`config.mk`:
```
export PLATFORM = sky130hd
export DESIGN_NAME = weight_fetch
export DESIGN_NICKNAME = d
export VERILOG_FILES = /design/src/rtl/weight_fetch_pkg.sv /design/src/rtl/weight_fetch_byte_packer.sv /design/src/rtl/weight_fetch.sv
export SDC_FILE = /design/constraint.sdc
export NUM_CORES = 1
export LEC_CHECK = 0
export CELL_PAD_IN_SITES_DETAIL_PLACEMENT = 1
export CELL_PAD_IN_SITES_GLOBAL_PLACEMENT = 1
export CORE_ASPECT_RATIO = 1.2
export CORE_MARGIN = 1
export CORE_UTILIZATION = 30
export DETAILED_ROUTE_END_ITERATION = 16
export PLACE_DENSITY_LB_ADDON = 0.25
export RECOVER_POWER = 50
export SKIP_LAST_GASP = 1
export SYNTH_ARGS = -nofsm -noshare
export SYNTH_HDL_FRONTEND = slang
export SYNTH_SLANG_ARGS = --single-unit
```
`constraint.sdc`:
```
create_clock -name clk -period 3.4 [get_ports clk]
set_input_delay 0.51 -clock clk [delete_from_list [all_inputs] [get_ports clk]]
set_output_delay 0.51 -clock clk [all_outputs]
set_load 0.05 [all_outputs]
```
`src/rtl/weight_fetch_pkg.sv`:
```
// Shared types and helpers for the weight ROM fetch sequencer and its byte packer.
package weight_fetch_pkg;

  localparam int BYTE_W = 8;

  typedef enum logic [1:0] {
    ST_IDLE  = 2'd0,
    ST_FETCH = 2'd1,
    ST_DRAIN = 2'd2
  } state_e;

  // A single-lane build still needs a 1-bit lane index.
  function automatic int lane_idx_w(input int lanes);
    return (lanes > 1) ? $clog2(lanes) : 1;
  endfunction

endpackage

```
`src/rtl/weight_fetch_byte_packer.sv`:
```
// Packs returning ROM bytes into LANES-wide beats and holds them on a valid/ready output.
module weight_fetch_byte_packer
  import weight_fetch_pkg::*;
#(
  parameter int LANES = 4
) (
  input  logic                    clk,
  input  logic                    rst,
  input  logic                    byte_vld_i,
  input  logic [BYTE_W-1:0]       byte_i,
  input  logic                    byte_last_i,
  input  logic                    pend_i,
  output logic                    credit_o,
  output logic                    out_valid_o,
  input  logic                    out_ready_i,
  output logic [LANES*BYTE_W-1:0] out_data_o,
  output logic                    out_last_o
);

  localparam int LIDX_W = lane_idx_w(LANES);
  localparam int FILL_W = LIDX_W + 1;
  localparam int CNT_W  = LIDX_W + 2;

  logic [LANES-1:0][BYTE_W-1:0] asm_q, asm_d, word;
  logic [FILL_W-1:0]            fill_q, fill_d;
  logic                         asm_last_q, asm_last_d;
  logic [LANES*BYTE_W-1:0]      out_data_q, out_data_d;
  logic                         out_valid_q, out_valid_d;
  logic                         out_last_q, out_last_d;
  logic                         out_free, stalled, complete, move;
  logic [CNT_W-1:0]             committed;

  always_comb begin
    out_free = !out_valid_q || out_ready_i;
    stalled  = (fill_q == FILL_W'(LANES));
    complete = byte_vld_i && (fill_q == FILL_W'(LANES - 1));
    move     = out_free && (stalled || complete);

    word = asm_q;
    if (byte_vld_i) word[fill_q[LIDX_W-1:0]] = byte_i;

    asm_d       = word;
    fill_d      = fill_q;
    asm_last_d  = complete ? byte_last_i : asm_last_q;
    out_data_d  = out_data_q;
    out_last_d  = out_last_q;
    out_valid_d = out_valid_q && !out_ready_i;

    if (move) begin
      out_data_d  = word;
      out_last_d  = stalled ? asm_last_q : byte_last_i;
      out_valid_d = 1'b1;
      fill_d      = '0;
    end else if (byte_vld_i) begin
      fill_d = fill_q + FILL_W'(1);
    end

    // A read decided now lands two cycles later; assume the consumer stalls from next cycle on.
    committed = CNT_W'(fill_q) + CNT_W'(byte_vld_i) + CNT_W'(pend_i);
    credit_o  = (committed < CNT_W'(LANES)) ||
                (out_free && (committed < CNT_W'(2 * LANES)));
  end

  always_ff @(posedge clk) begin
    if (rst) begin
      asm_q       <= '0;
      fill_q      <= '0;
      asm_last_q  <= 1'b0;
      out_data_q  <= '0;
      out_valid_q <= 1'b0;
      out_last_q  <= 1'b0;
    end else begin
      asm_q       <= asm_d;
      fill_q      <= fill_d;
      asm_last_q  <= asm_last_d;
      out_data_q  <= out_data_d;
      out_valid_q <= out_valid_d;
      out_last_q  <= out_last_d;
    end
  end

  assign out_valid_o = out_valid_q;
  assign out_data_o  = out_data_q;
  assign out_last_o  = out_last_q;

endmodule

```
`src/rtl/weight_fetch.sv`:
```
// Walks a contiguous weight ROM range and streams the bytes out as packed LANES-wide beats.
// state    | meaning
// ST_IDLE  | waiting for start; zero-length commands only pulse done
// ST_FETCH | issuing one ROM read per cycle while the packer has credit
// ST_DRAIN | all reads issued; waiting for the final beat handshake
module weight_fetch
  import weight_fetch_pkg::*;
#(
  parameter int  DEPTH  = 1024,
  parameter int  LANES  = 4,
  parameter int  LEN_W  = 16,
  localparam int ADDR_W = $clog2(DEPTH)
) (
  input  logic                    clk,
  input  logic                    rst,
  input  logic                    start,
  input  logic [ADDR_W-1:0]       base_addr,
  input  logic [LEN_W-1:0]        num_beats,
  output logic                    busy,
  output logic                    done,
  output logic [ADDR_W-1:0]       rom_addr,
  input  logic [BYTE_W-1:0]       rom_data,
  output logic                    out_valid,
  input  logic                    out_ready,
  output logic [LANES*BYTE_W-1:0] out_data,
  output logic                    out_last
);

  localparam int LIDX_W = lane_idx_w(LANES);

  state_e              state_q, state_d;
  logic [ADDR_W-1:0]   addr_q, addr_d, nxt_q, nxt_d, iss_addr;
  logic [LEN_W-1:0]    beats_q, beats_d, iss_beats;
  logic [LIDX_W-1:0]   lane_q, lane_d, iss_lane;
  logic                rd_q, rd_d, rd_last_q, rd_last_d;
  logic                vld_q, vld_last_q;
  logic                zdone_q, zdone_d;
  logic                issue, last_byte, fin, credit;

  always_comb begin
    state_d   = state_q;
    addr_d    = addr_q;
    nxt_d     = nxt_q;
    beats_d   = beats_q;
    lane_d    = lane_q;
    rd_d      = 1'b0;
    rd_last_d = 1'b0;
    zdone_d   = 1'b0;
    issue     = 1'b0;
    fin       = 1'b0;
    iss_addr  = nxt_q;
    iss_beats = beats_q;
    iss_lane  = lane_q;

    unique case (state_q)
      ST_IDLE: begin
        if (start) begin
          if (num_beats == '0) begin
            zdone_d = 1'b1;
          end else begin
            issue     = 1'b1;
            iss_addr  = base_addr;
            iss_beats = num_beats;
            iss_lane  = LIDX_W'(LANES - 1);
          end
        end
      end
      ST_FETCH: issue = credit;
      ST_DRAIN: begin
        if (out_valid && out_ready && out_last) begin
          fin     = 1'b1;
          state_d = ST_IDLE;
        end
      end
      default: state_d = ST_IDLE;
    endcase

    // Beat and lane counters run down; the final byte is the terminal count of both.
    last_byte = (iss_beats == LEN_W'(1)) && (iss_lane == '0);
    if (issue) begin
      addr_d    = iss_addr;
      nxt_d     = (iss_addr == ADDR_W'(DEPTH - 1)) ? '0 : iss_addr + ADDR_W'(1);
      rd_d      = 1'b1;
      rd_last_d = last_byte;
      lane_d    = (iss_lane == '0) ? LIDX_W'(LANES - 1) : iss_lane - LIDX_W'(1);
      beats_d   = (iss_lane == '0) ? iss_beats - LEN_W'(1) : iss_beats;
      state_d   = last_byte ? ST_DRAIN : ST_FETCH;
    end
  end

  always_ff @(posedge clk) begin
    if (rst) begin
      state_q    <= ST_IDLE;
      addr_q     <= '0;
      nxt_q      <= '0;
      beats_q    <= '0;
      lane_q     <= '0;
      rd_q       <= 1'b0;
      rd_last_q  <= 1'b0;
      vld_q      <= 1'b0;
      vld_last_q <= 1'b0;
      zdone_q    <= 1'b0;
    end else begin
      state_q    <= state_d;
      addr_q     <= addr_d;
      nxt_q      <= nxt_d;
      beats_q    <= beats_d;
      lane_q     <= lane_d;
      rd_q       <= rd_d;
      rd_last_q  <= rd_last_d;
      vld_q      <= rd_q;
      vld_last_q <= rd_last_q;
      zdone_q    <= zdone_d;
    end
  end

  weight_fetch_byte_packer #(.LANES(LANES)) u_packer (
    .clk         (clk),
    .rst         (rst),
    .byte_vld_i  (vld_q),
    .byte_i      (rom_data),
    .byte_last_i (vld_last_q),
    .pend_i      (rd_q),
    .credit_o    (credit),
    .out_valid_o (out_valid),
    .out_ready_i (out_ready),
    .out_data_o  (out_data),
    .out_last_o  (out_last)
  );

  assign busy     = (state_q != ST_IDLE);
  assign done     = zdone_q | fin;
  assign rom_addr = addr_q;

endmodule
```
==> flow_metrics.tcl <==
set metrics [dict create \
    cpPeakStageDelay_ps 460 \
    ios 84 \
    core_area_um2 17500 \
    crit_buf_inv 1 \
    synth_cell_types 57 \
    grt_pass1_vias 5390 \
    yosysTopAreaCell "dfxtp_1" \
    place_inst 934 \
    route.detailed.drc 0 \
    r2r-end "beats_q[6]" \
    vias 5039 \
    fin_area_um2 7310 \
    ant_nets 0 \
    drv_slew 0 \
    netlist_area_um2 5350 \
    synthSimpleGateAreaFrac_pct 23.5 \
    p_per_area_nw_per_um2 553 \
    synth_top_family_by_area "simple AND/OR/NAND/NOR gates" \
    worstMarginPinSlew_ps 1270 \
    crit_slowest_cell "clkdlybuf4s50_1" \
    clock-root-buffer "clkbuf_16" \
    synth_async_sr_flop_share_pct 0 \
    wl_mm 16.4 \
    clkSlewWorstSetupHoldPaths_ps 60 \
    setup_tns_ps 0 \
    p_leak_nw 2.90 \
    hold_ws_ps 446 \
    drt_iter0_markers 194 \
    cts_resized 0 \
    cp-start-kind "input port" \
    layout_commonest_cell "dfxtp_1" \
    synth_fa_ha_area_share_pct 2.34 \
    ys_seq_elements 115 \
    pre_cts_slack_ps -244 \
    cts_tree "built" \
    place_area_um2 6700 \
    fin_skew_ps 10.8 \
    ys_warn_count 0 \
    gp_congestion 0.870 \
    critical_path_peak_fanout 7 \
    muxShareOfSynthArea_pct 2.34 \
    hold_path_end "vld_last_q" \
    holdCritPathClass "flop to flop" \
    path_cells "clkdlybuf4s50_1 -> or3b_1 -> a21oi_4 -> mux2i_1 -> ha_1 -> nand2_1 -> or3_1 -> mux2_4 -> nor3_1 -> xnor2_1 -> o22ai_1" \
    finish.utilization_pct 41.7 \
    hp-start "rd_last_q" \
    crit_arrival_ps 3420 \
    antenna_found_initial 0 \
    grt_max_degree 49 \
    r2r_cells 10 \
    hold_violations 0 \
    synth.avg_cell_area_um2 8.65 \
    nNetsFinal 781 \
    area_growth_pct 36.7 \
    port_buffers 83 \
    die_y_um 148 \
    grt_pass1_wl_mm 26.8 \
    num_antenna_cells 0 \
    stdcell_count 966 \
    ys_top_cells_by_area "dfxtp_1 43%, nand2_1 6.1%, o22a_1 5.2%, nand3_1 4.4%, a21oi_1 4.2%" \
    hold_depth 1 \
    synth_flop_cell "dfxtp_1" \
    syn-num-nets 666 \
    max_cap_violations 0 \
    rsz0062_at_grt "false" \
    grt_overflow_total 0 \
    timing.rr.start "state_q[1]" \
    synth_edf_count 0 \
    end_kind "flop" \
    dieArea_um2 18400 \
    wl_per_cell_um 17.0 \
    cts.sinks 115 \
    post_cts_buffers 0 \
    synth-seq-area-share_pct 43.1 \
    drt-vias-per-instance 5.22 \
    die_w_um 124 \
    final_cell_mix "115 x dfxtp_1, 87 x nand2_1, 52 x buf_4" \
    netlist_instances 618 \
    reg2reg_slack_ps 440 \
    finalSetupViolCount 0 \
    crit_family "simple AND/OR/NAND/NOR gates" \
    start_util_pct 30.5 \
    rows 53 \
    fin_crit_sh_pct 91.6 \
    criticalPathCategory "input port to flop" \
    peakVddDrop_mv 0.354 \
    cts_max_level 4 \
    status "finished, final reports clean" \
    clk_latency_ps 430 \
    clk_path_buf_depth 2 \
    holdBufCountCts 0 \
    timing.fmax_mhz 321 \
    cts_made_buffers 17 \
    synth-compound-area-share_pct 18.6 \
    synth_top_area_share_pct 43.1 \
    hpwlAfterDp_mm 11.8 \
    grt_use_total_pct 19.0 \
    fin_ws_ps 284 \
    final.min_clock_period_ps 3120 \
    drive_gt1_share_pct 14.9 \
    max_slew_margin_pct 15.1 \
    crit_required_ps 3710 \
    p_total_mw 4.04 \
    drt-pass1-iter-count 4 \
    synth_xor_area_share_pct 6.06 \
]
[worst max-delay path by stage]
stage,from,end,slack [ps],cells past startpoint
final,start,beats_q[6],280,11
after global routing,num_beats[10],beats_q[5],30,14
after CTS,num_beats[10],beats_q[5],180,14
after detailed placement,num_beats[10],beats_q[5],-240,14
after global placement,num_beats[10],beats_q[5],-160,14
after floorplan,num_beats[15],beats_q[5],130,15
[layout make-up]
type	instances	area, µm²
Clock inverter	14	155
Sequential cell	115	2300
Inverter	9	33.8
Multi-Input combinational cell	452	2860
Clock buffer	18	439
Fill cell	2064	10200
Timing Repair Buffer	138	1240
Tap cell	220	275
[synthesized netlist by cell type (2+ instances only)]
cell      instances
buf_2             9
nand2b_1          4
o21ai_1           2
nand2_1          87
nor3_2            3
or2_2             2
nor4_4            3
a21o_1            3
o31ai_1           2
and4_1            2
a211oi_1         10
o22a_1           32
dfxtp_1         115
nor4_2            2
a31oi_1           7
ha_1             10
nor2b_1           4
xnor2_1          25
and2_1            2
a311oi_1         10
nor2_1           49
nor4_1            6
buf_1             4
or4_1             3
nand3_1          47
o21bai_1          2
and3_1            3
nand4_1          11
mux2i_1          11
clkbuf_1         25
xor2_1           12
nor3b_1           2
inv_1             9
o21ai_0           7
nand3b_1          2
nor3_1           13
or3_1             2
buf_4             3
o22ai_1           6
a21oi_1          45
o211ai_1          6
[cells by family after synthesis]
family	Yosys count
compound gates	142
xor+xnor	37
fa+ha+maj	10
buf+inv	51
flops	115
mux	12
simple gates	251
[metal layers]
| metal | GRT usage, % | up-vias | share of wire (%) |
|---|---|---|---|
| met2 | 34.8 | 104 | 52 |
| met1 | 20.7 | 2455 | 42 |
| li1 | - | 2453 | - |
| met5 | 0 | - | 0 |
| met4 | 7.77 | 0 | 2.2 |
| met3 | 4.22 | 27 | 3.5 |
[state kept, by name (all words and copies together) (netlist names)]
name	count
u_packer.out_data_o	32
beats_q	16
state_q	2
zdone_q	1
rd_q	1
u_packer.fill_q	3
u_packer.asm_last_q	1
rom_addr	10
nxt_q	10
lane_q	2
u_packer.asm_q	32
u_packer.out_last_o	1
vld_q	1
u_packer.out_valid_o	1
rd_last_q	1
vld_last_q	1
[power breakdown]
group	total, mW	internal, mW	switching [mW]
clock network	1.78	1.10	0.681
registers	1.50	1.44	0.0674
logic	0.756	0.294	0.462
total	4.04	2.83	1.21
Note: power is estimated with default switching activity, not from simulation.
